`config.mk`:
```
export PLATFORM = sky130hd
export DESIGN_NAME = sb_bus_slave
export DESIGN_NICKNAME = d
export VERILOG_FILES = /design/src/rtl/sb_pkg.sv /design/src/rtl/sb_scratch_regs.sv /design/src/rtl/sb_bus_slave.sv
export SDC_FILE = /design/constraint.sdc
export NUM_CORES = 1
export LEC_CHECK = 0
export CORE_UTILIZATION = 36
export CTS_BUF_LIST = sky130_fd_sc_hd__clkbuf_4 sky130_fd_sc_hd__clkbuf_8
export DETAILED_ROUTE_END_ITERATION = 16
export GPL_TIMING_DRIVEN = 0
export HOLD_SLACK_MARGIN = 0.12
export SYNTH_ARGS = -nofsm -noshare
export SYNTH_HDL_FRONTEND = slang
export SYNTH_SLANG_ARGS = --single-unit
```
`constraint.sdc`:
```
create_clock -name clk -period 2 [get_ports clk]
set_input_delay 0.5 -clock clk [delete_from_list [all_inputs] [get_ports clk]]
set_output_delay 0.5 -clock clk [all_outputs]
set_load 0.005 [all_outputs]
```
`src/rtl/sb_pkg.sv`:
```
// Shared state encoding, cycle-type codes and defaults for the Am386SX bus slave.
package sb_pkg;

    typedef enum logic [1:0] {IDLE, DECODE, WAIT, ACK} state_t;

    // {M/IO#, D/C#, W/R#} cycle definitions
    localparam logic [2:0] CYC_INTA   = 3'b000;
    localparam logic [2:0] CYC_IO_RD  = 3'b010;
    localparam logic [2:0] CYC_IO_WR  = 3'b011;
    localparam logic [2:0] CYC_CODE   = 3'b100;
    localparam logic [2:0] CYC_HALT   = 3'b101;
    localparam logic [2:0] CYC_MEM_RD = 3'b110;
    localparam logic [2:0] CYC_MEM_WR = 3'b111;

    localparam logic [23:0] DEF_RESET_VECTOR = 24'hFF_FFF0;

endpackage

```
`src/rtl/sb_scratch_regs.sv`:
```
// DEPTH x 16 byte-writable scratch register file, combinational read, async reset.
module sb_scratch_regs #(
    parameter int DEPTH = 8,
    parameter int IDX_W = $clog2(DEPTH)
) (
    input  logic             clk,
    input  logic             reset_n,
    input  logic             we,
    input  logic [1:0]       be_n,
    input  logic [IDX_W-1:0] idx,
    input  logic [15:0]      wdata,
    output logic [15:0]      rdata
);

    logic [15:0] mem [DEPTH];

    // NOTE: every word is in the async reset so the window reads zero after reset; that makes it flops, not a RAM macro.
    always_ff @(posedge clk or negedge reset_n) begin
        if (!reset_n) begin
            for (int i = 0; i < DEPTH; i++) mem[i] <= '0;
        end else if (we) begin
            if (!be_n[0]) mem[idx][7:0]  <= wdata[7:0];
            if (!be_n[1]) mem[idx][15:8] <= wdata[15:8];
        end
    end

    assign rdata = mem[idx];

endmodule

```
`src/rtl/sb_bus_slave.sv`:
```
// Am386SX local-bus slave: decodes cycles, serves a scratch window, terminates every cycle with READY#.
// Optional macro SB_DEBUG_EN adds a registered 16-bit debug port.
module sb_bus_slave
    import sb_pkg::*;
#(
    parameter int                ADDR_W       = 24,
    parameter int                DATA_W       = 16,
    parameter int                WAIT_STATES  = 2,
    parameter logic [ADDR_W-1:0] REG_BASE     = 24'h0F_0000,
    parameter int                REG_DEPTH    = 8,
    parameter int                TIMEOUT      = 64,
    parameter logic [ADDR_W-1:0] RESET_VECTOR = DEF_RESET_VECTOR
) (
    input  logic              clk,
    input  logic              reset_n,
    input  logic              ads_n,
    input  logic              mio,
    input  logic              dc,
    input  logic              wr,
    input  logic [1:0]        be_n,
    input  logic [ADDR_W-1:1] addr,
    input  logic [DATA_W-1:0] data_in,
    output logic [DATA_W-1:0] data_out,
    output logic              data_oe,
    output logic              ready_n,
    output logic              na_n,
    output logic              boot_seen,
    output logic              halt_pulse,
    output logic              cycle_err
`ifdef SB_DEBUG_EN
    ,
    output logic [15:0]       debug
`endif
);

    localparam int IDX_W = $clog2(REG_DEPTH);
    localparam int CNT_W = ($clog2(TIMEOUT) + 1 < 6) ? 6 : $clog2(TIMEOUT) + 1;
    localparam logic [ADDR_W:0] REG_END = {1'b0, REG_BASE} + (ADDR_W+1)'(2 * REG_DEPTH);

    state_t            state;
    logic [ADDR_W-1:1] addr_q;
    logic [1:0]        be_q;
    logic [2:0]        cyc_q;
    logic [CNT_W-1:0]  cnt;

    logic [ADDR_W-1:0] byte_addr;
    logic [CNT_W-1:0]  cnt_init;
    logic [15:0]       reg_rdata;
    logic              is_hit, is_read, rd_load, reg_we;

    assign byte_addr = {addr_q, 1'b0};
    assign is_hit    = (cyc_q[2:1] == 2'b11)
                    && ({1'b0, byte_addr} >= {1'b0, REG_BASE})
                    && ({1'b0, byte_addr} <  REG_END);
    assign is_read   = ~cyc_q[0];
    assign cnt_init  = is_hit ? CNT_W'(WAIT_STATES - 1) : CNT_W'(TIMEOUT - 1);

    // Read data is staged one cycle before READY# so it is settled when the CPU samples it.
    assign rd_load = is_read && (((state == DECODE) && (cnt_init == '0))
                              || ((state == WAIT) && (cnt == CNT_W'(1))));
    assign reg_we  = (state == ACK) && is_hit && cyc_q[0];
    assign na_n    = 1'b1;

    sb_scratch_regs #(
        .DEPTH (REG_DEPTH),
        .IDX_W (IDX_W)
    ) u_regs (
        .clk     (clk),
        .reset_n (reset_n),
        .we      (reg_we),
        .be_n    (be_q),
        .idx     (byte_addr[IDX_W:1]),
        .wdata   (data_in),
        .rdata   (reg_rdata)
    );

    // NOTE: all state here is registered, so only non-blocking assignments are used; blocking ones would race with readers.
    always_ff @(posedge clk or negedge reset_n) begin
        if (!reset_n) begin
            state      <= IDLE;
            addr_q     <= '0;
            be_q       <= '1;
            cyc_q      <= '0;
            cnt        <= '0;
            ready_n    <= 1'b1;
            data_oe    <= 1'b0;
            data_out   <= '0;
            boot_seen  <= 1'b0;
            halt_pulse <= 1'b0;
            cycle_err  <= 1'b0;
        end else begin
            halt_pulse <= 1'b0;
            if (rd_load) begin
                data_out <= is_hit ? reg_rdata : '1;
                data_oe  <= 1'b1;
            end
            case (state)
                IDLE: if (!ads_n) begin
                    addr_q <= addr;
                    be_q   <= be_n;
                    cyc_q  <= {mio, dc, wr};
                    state  <= DECODE;
                end
                DECODE: begin
                    if (cyc_q == CYC_CODE && byte_addr == RESET_VECTOR) boot_seen <= 1'b1;
                    if (cyc_q == CYC_HALT) begin
                        halt_pulse <= 1'b1;
                        ready_n    <= 1'b0;
                        state      <= ACK;
                    end else begin
                        cnt   <= cnt_init;
                        state <= WAIT;
                    end
                end
                WAIT: if (cnt == '0) begin
                    if (!is_hit) cycle_err <= 1'b1;
                    ready_n <= 1'b0;
                    state   <= ACK;
                end else begin
                    cnt <= cnt - 1'b1;
                end
                ACK: begin
                    ready_n <= 1'b1;
                    data_oe <= 1'b0;
                    state   <= IDLE;
                end
                default: state <= IDLE;
            endcase
        end
    end

`ifdef SB_DEBUG_EN
    always_ff @(posedge clk or negedge reset_n) begin
        if (!reset_n) debug <= '0;
        else          debug <= {1'b0, state, cyc_q, cnt[5:0], boot_seen, cycle_err, halt_pulse, ready_n};
    end
`endif

endmodule
```
==> run metrics, run 1 <==
share of cells above drive strength 1=approximately 41%; final hold viol count=0; top cells by area, synth=dfrtp_1 (53%), mux2_2 (17%), mux2_4 (5.5%); final instance area=10900 um^2; CP Capture Type=register; fin crit period=roughly 2.2 ns; 1st-pass router iterations=4; number of instances in the placed design=around 1000; Routability Congestion=between 0.8 and 0.9; failing checks=negative setup slack; final slew viol count=0; drt via density=approximately 5.4; synthesized instance count=640; WL final=between 20000 and 25000 um; CTS tree=yes; die area=24700 um^2; commonest cells in the netlist=dfrtp_1 (183), mux2_2 (132), mux2_4 (32); WL per Instance=21.7 um; Setup crit start kind=register; Worst-Skew Late Latency=between 0.4 and 0.5 ns; Antenna Cells=0; Syn Area/Cell=between 10 and 15 um^2; storage element area=4660 um^2; Seq pwr share=a little over two fifths; fin cells=1081; Yosys reg bits=186; Sw Share=around 37%; max frequency=between 400 and 500 MHz; number of antenna violations at the first check in global routing=0; Req. time, crit path=between 2 and 2.5 ns; Port-buffer cells=67; leakage power=a little under 5 nW; Antenna Violating Nets Remaining=0; Seq/Total Area, Yosys=a little over half; Area Overhead vs Synth=25.1%; Yosys top cell by area=dfrtp_1; Net Sw Power=between 0.004 and 0.005 W; skew final=roughly 0.017 ns; # setup viols final=approximately 100; largest net degree at the start of global routing=~110; DRT iter0 DRCs=around 500; mapped cell area=about 8700 um^2; Detailed Place HPWL=roughly 16000 um; # clock sinks=186; Final Cycle Share=108%; IO Pins=slightly below 70; Internal Power=0.00726 W; gr usage total=between 10% and 20%; Final WS setup=-0.153 ns; setup_tns=-8.66 ns; synth unique cells=65; Max VDD drop=about 520 uV; Net Count, Synth=between 600 and 700; DP Area=9790 um^2; Post-Route Utilization=a little under half; Clk pin slew, worst setup/hold paths=approximately 0.10 ns; clk root buf=clkbuf_8; critical path data arrival time=around 2.5 ns; status=finished, violations left; Nets=between 800 and 900; Clk pwr share=between 20% and 30%; CTS buffer count=17; Starting Density=between 30% and 40%; filler instances=approximately 2100; Remaining DRCs=0; Combinational Power Share=roughly a third; asr flop ratio synth=100%; Slew @ Worst Pin=between 0.6 and 0.7 ns; Die Span X=between 150 and 200 um; CP Class=reg -> reg; Rows=56; area of the multi-input gates=approximately 4100 um^2; area share of the leading cell type in the synthesized netlist=between 50 and 60%; maximum clock insertion buffer count=2; Die Ht=157 um; EDFF count, synth=0; most common cell in the netlist=dfrtp_1; first-pass GRT wire length=36600 um; RSZ-0062 raised after global routing=yes; routed vias=5849; number of max-cap violations=0; vias in the first global route=~6400; Slew HR=about 58%; synth warn=0; Cell Pwr Density=around 1100 nW/um^2; CORE AREA=about 24000 um^2; min-delay worst type=reg -> reg; H-tree lvl count=4; top_reg_cell synth=dfrtp_1; CP Max Fanout=8; gr ovfl total=0
cell type report:
class | instances | area share [%]
Sequential cell | 186 | 42.9
Multi-Input combinational cell | 409 | 37.3
Timing Repair Buffer | 94 | 9.27
Tap cell | 319 | 3.68
Buffer | 29 | 2.38
Clock buffer | 18 | 2.28
Clock inverter | 14 | 1.66
Inverter | 12 | 0.461
critical path: stages, from the launching register on:
cell and delay [ns]:
dfrtp_1 0.43, nor4_4 0.38, and4_2 0.43, and4_1 0.26
buf_6 0.18, mux2_2 0.35
repair_timing:
action                                 in CTS  in global routing
endpoints found under the hold margin      73                  0
hold buffers                                1                  0
buffers inserted                           22                  3
cloned                                      1                  0
gates resized for setup                    74                 29
setup endpoints to repair                 172                156
pin swaps                                  18                  9
cell usage in the layout, fill, tap and decap left out, drive strengths merged, types with 4 or more instances in the layout:
cell / count
dfrtp: 183
mux2: 164
clkdlybuf4s50: 65
buf: 45
nor2: 29
clkbuf: 29
nand2: 23
o21ai: 18
inv: 18
a221oi: 13
a21oi: 13
mux2i: 12
a31oi: 11
nor3: 11
mux4: 8
nand3: 8
nor2b: 7
ha: 7
nor4: 7
a221o: 6
a22oi: 6
clkinv: 5
o2bb2ai: 4
o22a: 4
nand4: 4
and2: 4
metrics by stage:
stage / total power [W] / hold WS [ns] / worst slack, ns
floorplan: 0.00701 / 0.204 / -0.0116
global placement: 0.00826 / 0.480 / -6.81
detailed placement: 0.00840 / 0.485 / -0.859
CTS: 0.0114 / 0.508 / -0.160
global route: 0.0120 / 0.525 / -0.197
finish: 0.0115 / 0.504 / -0.153
kinds of logic after synthesis:
family	after synthesis	synth area share [%]
flip-flops	186	53.7
multiplexers	184	26.1
AND/OR/NAND/NOR	116	8.09
AO/OA/AOI/OAI	101	8.45
buffers and inverters	45	2.62
adder cells (fa/ha/maj)	7	1.01
other	1	0.0432
power by group through the flow:
stage	Clock [W]	Sequential, W	Combinational, W
floorplan	0	0.00467	0.00234
global placement	0	0.00477	0.00350
detailed placement	0	0.00478	0.00361
CTS	0.00274	0.00478	0.00386
global route	0.00289	0.00487	0.00427
finish	0.00270	0.00480	0.00397
flip-flops by register name (all words and copies together) (netlist names):
register    count
data_out       16
be_q            2
boot_seen       1
addr_q         23
cnt             7
state           2
cycle_err       1
u_regs.mem    128
halt_pulse      1
ready_n         1
data_oe         1
cyc_q           3
routing by layer:
metal	vias up	share of wire, %	global-route usage [%]
met5	-	0	0
met4	0	2.7	8.83
met3	41	4.9	4.05
met2	138	49	32.3
met1	3059	43	25.8
li1	2611	-	-
path summary, 6_finish.rpt:
path	slack [ns]	end	startpoint	cells after the start
max	-0.15	u_regs.mem[18]	addr_q[11]	5
min	0.50	boot_seen	boot_seen	1
max reg2reg	-0.15	u_regs.mem[18]	addr_q[11]	5
min reg2reg	0.50	boot_seen	boot_seen	1
max in group asynchronous	0.48	data_out[7]	reset_n	3
min in group asynchronous	0.56	addr_q[23]	reset_n	2
No activity file was read; power rests on OpenSTA's default activity.
==> run 2: changes to the inputs <==
CTS_CLUSTER_SIZE = 14   (was not set)
==> results of run 2 <==
Final layout, timing and power as in run 1 (identical DEF).
==> run 3: changes to the inputs <==
HOLD_SLACK_MARGIN = not set   (was 0.12)
clock period = 2.41 ns   (was 2 ns; I/O delays follow)
==> run metrics, run 3 (synthesis results as in run 1) <==
status=finished clean; vias in the first global route=around 6300; leading cell type in the layout, fill and taps excluded=dfrtp_1; biggest regs=u_regs.mem: 128 flops, addr_q: 23 flops, data_out: 16 flops; final hold viol count=0; Worst-Skew Late Latency=around 0.47 ns; clk root buf=clkbuf_8; Area Overhead vs Synth=21.2%; CTS tree=yes; Antenna Cells=0; Final Cycle Share=a little over nine tenths; gr ovfl total=0; crit path max-delay cell type=nor2_1; WL final=between 20000 and 25000 um; CTS buffer count=17; final instance area=10500 um^2; max frequency=about 430 MHz; worst-path cell chain=nor4_1 > nand2_1 > buf_4 > nor2_1 > a41oi_1; Max VDD drop=405 uV; gr usage total=approximately a fifth; share of cells above drive strength 1=about a third; CP Capture Type=register; number of max-cap violations=0; Detailed Place HPWL=~15000 um; leakage power=~4.7 nW; Crit path max-delay family=simple AND/OR/NAND/NOR gates; skew final=roughly 0.017 ns; H-tree lvl count=4; WL per Instance=about 21 um; Port-buffer cells=67; Combinational Power Share=32.4%; # clock sinks=~190; FF-to-FF End=data_out[14]; DRT iter0 DRCs=260; Clk pwr share=about a quarter; Req. time, crit path=approximately 2.7 ns; CP Max Fanout=10; # setup viols final=0; reg2reg start=addr_q[8]; largest net degree at the start of global routing=between 100 and 150; Starting Density=a little under two fifths; 1st-pass router iterations=7; Die Ht=approximately 160 um; Worst Path Buf+Inv=1; Nets=around 790; RSZ-0062 raised after global routing=no; Slew HR=between 40% and 50%; Setup crit start kind=register; Die Span X=approximately 160 um; setup_tns=0 ns; Cell Pwr Density=just under 900 nW/um^2; routed vias=~5900; Internal Power=slightly above 0.006 W; reg2reg setup slack=between 0.07 and 0.08 ns; CORE AREA=around 24000 um^2; Remaining DRCs=0; Antenna Violating Nets Remaining=0; max reg flops=about 130; maximum clock insertion buffer count=2; critical path data arrival time=approximately 2.6 ns; Clk pin slew, worst setup/hold paths=~0.10 ns; Rows=between 50 and 60; Most flops, register=u_regs.mem; filler instances=2140; Seq pwr share=a little over two fifths; CP Class=reg -> reg; Hold WS=between 0.06 and 0.07 ns; Net Sw Power=approximately 0.0033 W; drt via density=5.47; first-pass GRT wire length=35900 um; fin crit period=2.33 ns; number of antenna violations at the first check in global routing=0; Worst R2R Path Depth=5; Crit path largest cell delay=between 0.5 and 0.6 ns; Routability Congestion=roughly 0.8; Slew @ Worst Pin=0.765 ns; final slew viol count=0; Sw Share=between 30% and 40%; min-delay worst type=in -> async; DP Area=9780 um^2; commonest non-fill, non-tap cells in the layout=dfrtp_1 (183), mux2_2 (132), clkdlybuf4s50_1 (66), mux2_4 (32), nor2_1 (29); die area=24700 um^2; IO Pins=just under 70
-- run 3: final cells by class --
class	count	area, um^2	area share (%)
multi-input combinational	409	3870	36.8
buffer	32	195	1.86
clock buffer	21	277	2.63
tap	319	399	3.79
sequential	186	4660	44.3
timing repair buffer	81	888	8.44
clock inverter	11	183	1.74
inverter	12	46.3	0.440
-- run 3: power groups by stage --
| stage | Combinational (W) | Clock (W) | Sequential, W |
|---|---|---|---|
| after floorplan | 0.00194 | 0 | 0.00387 |
| after global placement | 0.00289 | 0 | 0.00395 |
| after detailed placement | 0.00299 | 0 | 0.00398 |
| after CTS | 0.00303 | 0.00243 | 0.00393 |
| after global routing | 0.00329 | 0.00254 | 0.00400 |
| final | 0.00303 | 0.00238 | 0.00394 |
-- run 3: stage by stage --
stage | power, W | setup slack (ns) | util (%) | instances
floorplan | 0.00581 | 0.272 | - | 640
global placement | 0.00685 | -6.50 | 41.4 | 1026
detailed placement | 0.00697 | -0.707 | 41.5 | 1027
CTS | 0.00939 | 0.000261 | 44.3 | 1067
global route | 0.00983 | 0.0153 | 44.7 | 1071
finish | 0.00935 | 0.0780 | 44.7 | 1071
-- run 3: how the worst max path moves through the flow --
stage	start	endpoint	slack (ns)	depth (start not counted)
global route	addr_q[3]	u_regs.mem[45]	0.02	6
floorplan	state[0]	data_out[5]	0.27	8
finish	addr_q[8]	data_out[14]	0.08	5
CTS	state[0]	data_out[5]	0.0003	8
detailed placement	state[0]	data_out[7]	-0.71	7
global placement	reset_n	u_regs.mem[107]	-6.50	1
-- run 3: timing repair --
item | 4_1_cts | 5_1_grt
hold buffers | 0 | 0
pin swaps | 8 | 5
setup buffers | 8 | 5
resized for setup | 17 | 7
setup endpoints to repair | 84 | 61
-- run 3: metal layers --
layer,track usage [%],routed length (um),up-vias
met4,9.25,711,0
met2,32.1,11200,152
li1,-,-,2595
met3,3.74,1110,41
met1,24.8,9710,3068
met5,0,0,-
==> edit (settings of run 2) <==
The 4 states of `state_t` get a Gray code encoding in 2 bits.
--- a/src/rtl/sb_pkg.sv
+++ b/src/rtl/sb_pkg.sv
@@ -1,7 +1,7 @@
 // Shared state encoding, cycle-type codes and defaults for the Am386SX bus slave.
 package sb_pkg;
 
-    typedef enum logic [1:0] {IDLE, DECODE, WAIT, ACK} state_t;
+    typedef enum logic [1:0] {IDLE = 2'b00, DECODE = 2'b01, WAIT = 2'b11, ACK = 2'b10} state_t;
 
     // {M/IO#, D/C#, W/R#} cycle definitions
     localparam logic [2:0] CYC_INTA   = 3'b000;
Function: same outputs for any inputs over 4 cycles, from zero or initial values and one cycle with reset_n low; so few cycles prove little.
==> edit against run 2 <==
  * Sequential cell count stayed put
  * Routed wire length grew 2.8%
  * Critical endpoint is now u_regs.mem[25]
  * Combinational power grew 10%
  * Non-clock buffer count up 22
  * Synthesized area increased by 1.3%
  * Cell area up 1.7%
  * Via count grew 3.2%
  * Cell count increased by 2.4%
  * The flow still finishes with violations (negative setup slack)
  * Power is 3.7% higher
  * Global-route usage grew 0.23 points
  * Hold slack worse by 0.034 ns
  * Core utilization rose by 0.52 points
  * Clock power shrank 4%
  * Setup slack improved by 0.018 ns
==> edit: results (changes against run 2) <==
[run_status]
outcome=complete, but fails checks
violations=negative setup slack

[worst_setup_path]
crit_slowest_cell=or4b_4
worst_ep_arrival_time_ns=2.49  ; -0.02 ns
critPathMaxStageDelay_ns=0.59  ; +0.16 ns
worstSetupEndpoint=u_regs.mem[25]

[logic_synthesis]
synth_nets=697  ; +0.43%
synth_compound_area_share_pct=7.88  ; -0.56 points
yosys-top-cells-area=dfrtp_1, mux2_2, mux2_4
syn_inst=648  ; +1.3%
ys_types=61  ; -6.2%
ys_seq_area_share_pct=53.0  ; -0.68 points
synthMuxAreaShare_pct=26.3  ; +0.14 points
synth_fa_ha_area_share_pct=0.285  ; -0.72 points
synthTopCellsByCount=dfrtp_1, mux2_2, mux2_4, nor2_1, nand2_1

[placement]
dpl.hpwl_microns=15700  ; +0.64%
dp_slack_ns=-0.712  ; +0.147 ns
placed_area_sq_um=9890  ; +1.1%
gp_congestion=0.784  ; -6.4%
placedCellCount=1035  ; +0.78%

[global_routing]
grt_use_total_pct=20.2  ; +0.23 points
use_met2_pct=32.4  ; +0.13 points
first_global_vias=6367  ; +0.19%
grt_pass1_wl_microns=37200  ; +1.7%
grt_use_met1_pct=26.6  ; +0.75 points
use_met3_pct=4.22  ; +0.17 points

[sta]
tns_ns=-7.67  ; +0.984 ns
slew_headroom_pct=55.0  ; -3.3 points
fin_ws_ns=-0.134  ; +0.0184 ns
setup_violations=109  ; +4.8%

[drt]
drt-wirelength-per-cell_microns=21.8  ; +0.39%
wl_met1_microns=10500  ; +4.0%
met3_length_microns=1100  ; -4.1%
drt_iter0_drc=351  ; -30%
num_vias=6039  ; +3.2%

[pwr]
swShare_pct=36.0  ; -0.78 points
pg_seq_uw=4950  ; +3%
p_per_area_nw_per_um2=1080  ; +1.9%
ir_drop_mv=0.437  ; -15%

[layout]
n_fill_cell=2107  ; +0.29%
finalNetCount=824  ; +2.6%

==> edit: how the worst min path moves through the flow <==
| stage | slack (ns) | start | end |
|---|---|---|---|
| after floorplan | 0.20 | reset_n | addr_q[10] |
| after global placement | 0.46 | cycle_err | cycle_err |
| after detailed placement | 0.45 | cycle_err | cycle_err |
| after CTS | 0.48 | cycle_err | cycle_err |
| after global routing | 0.51 | ready_n | ready_n |
| final | 0.47 | cycle_err | cycle_err |
==> edit: repair_timing <==
action | 4_1_cts | 5_1_grt
pin swaps | 22 | 8
hold buffers | 1 | 0
endpoints found under the hold margin | 57 | 0
buffers inserted | 30 | 10
setup endpoints to repair | 168 | 148
resized for setup | 62 | 51
cloned | 0 | 0
==> edit: area by class of cell <==
type	instances	area (sq um)	area share, %
clock buffers	20	269	2.43
flip-flops and latches	186	4670	42.2
inverters	7	33.8	0.306
plain buffers	36	323	2.92
well taps	319	399	3.61
repair buffers	109	1090	9.87
multi-input cells	418	4130	37.4
clock inverters	12	136	1.23
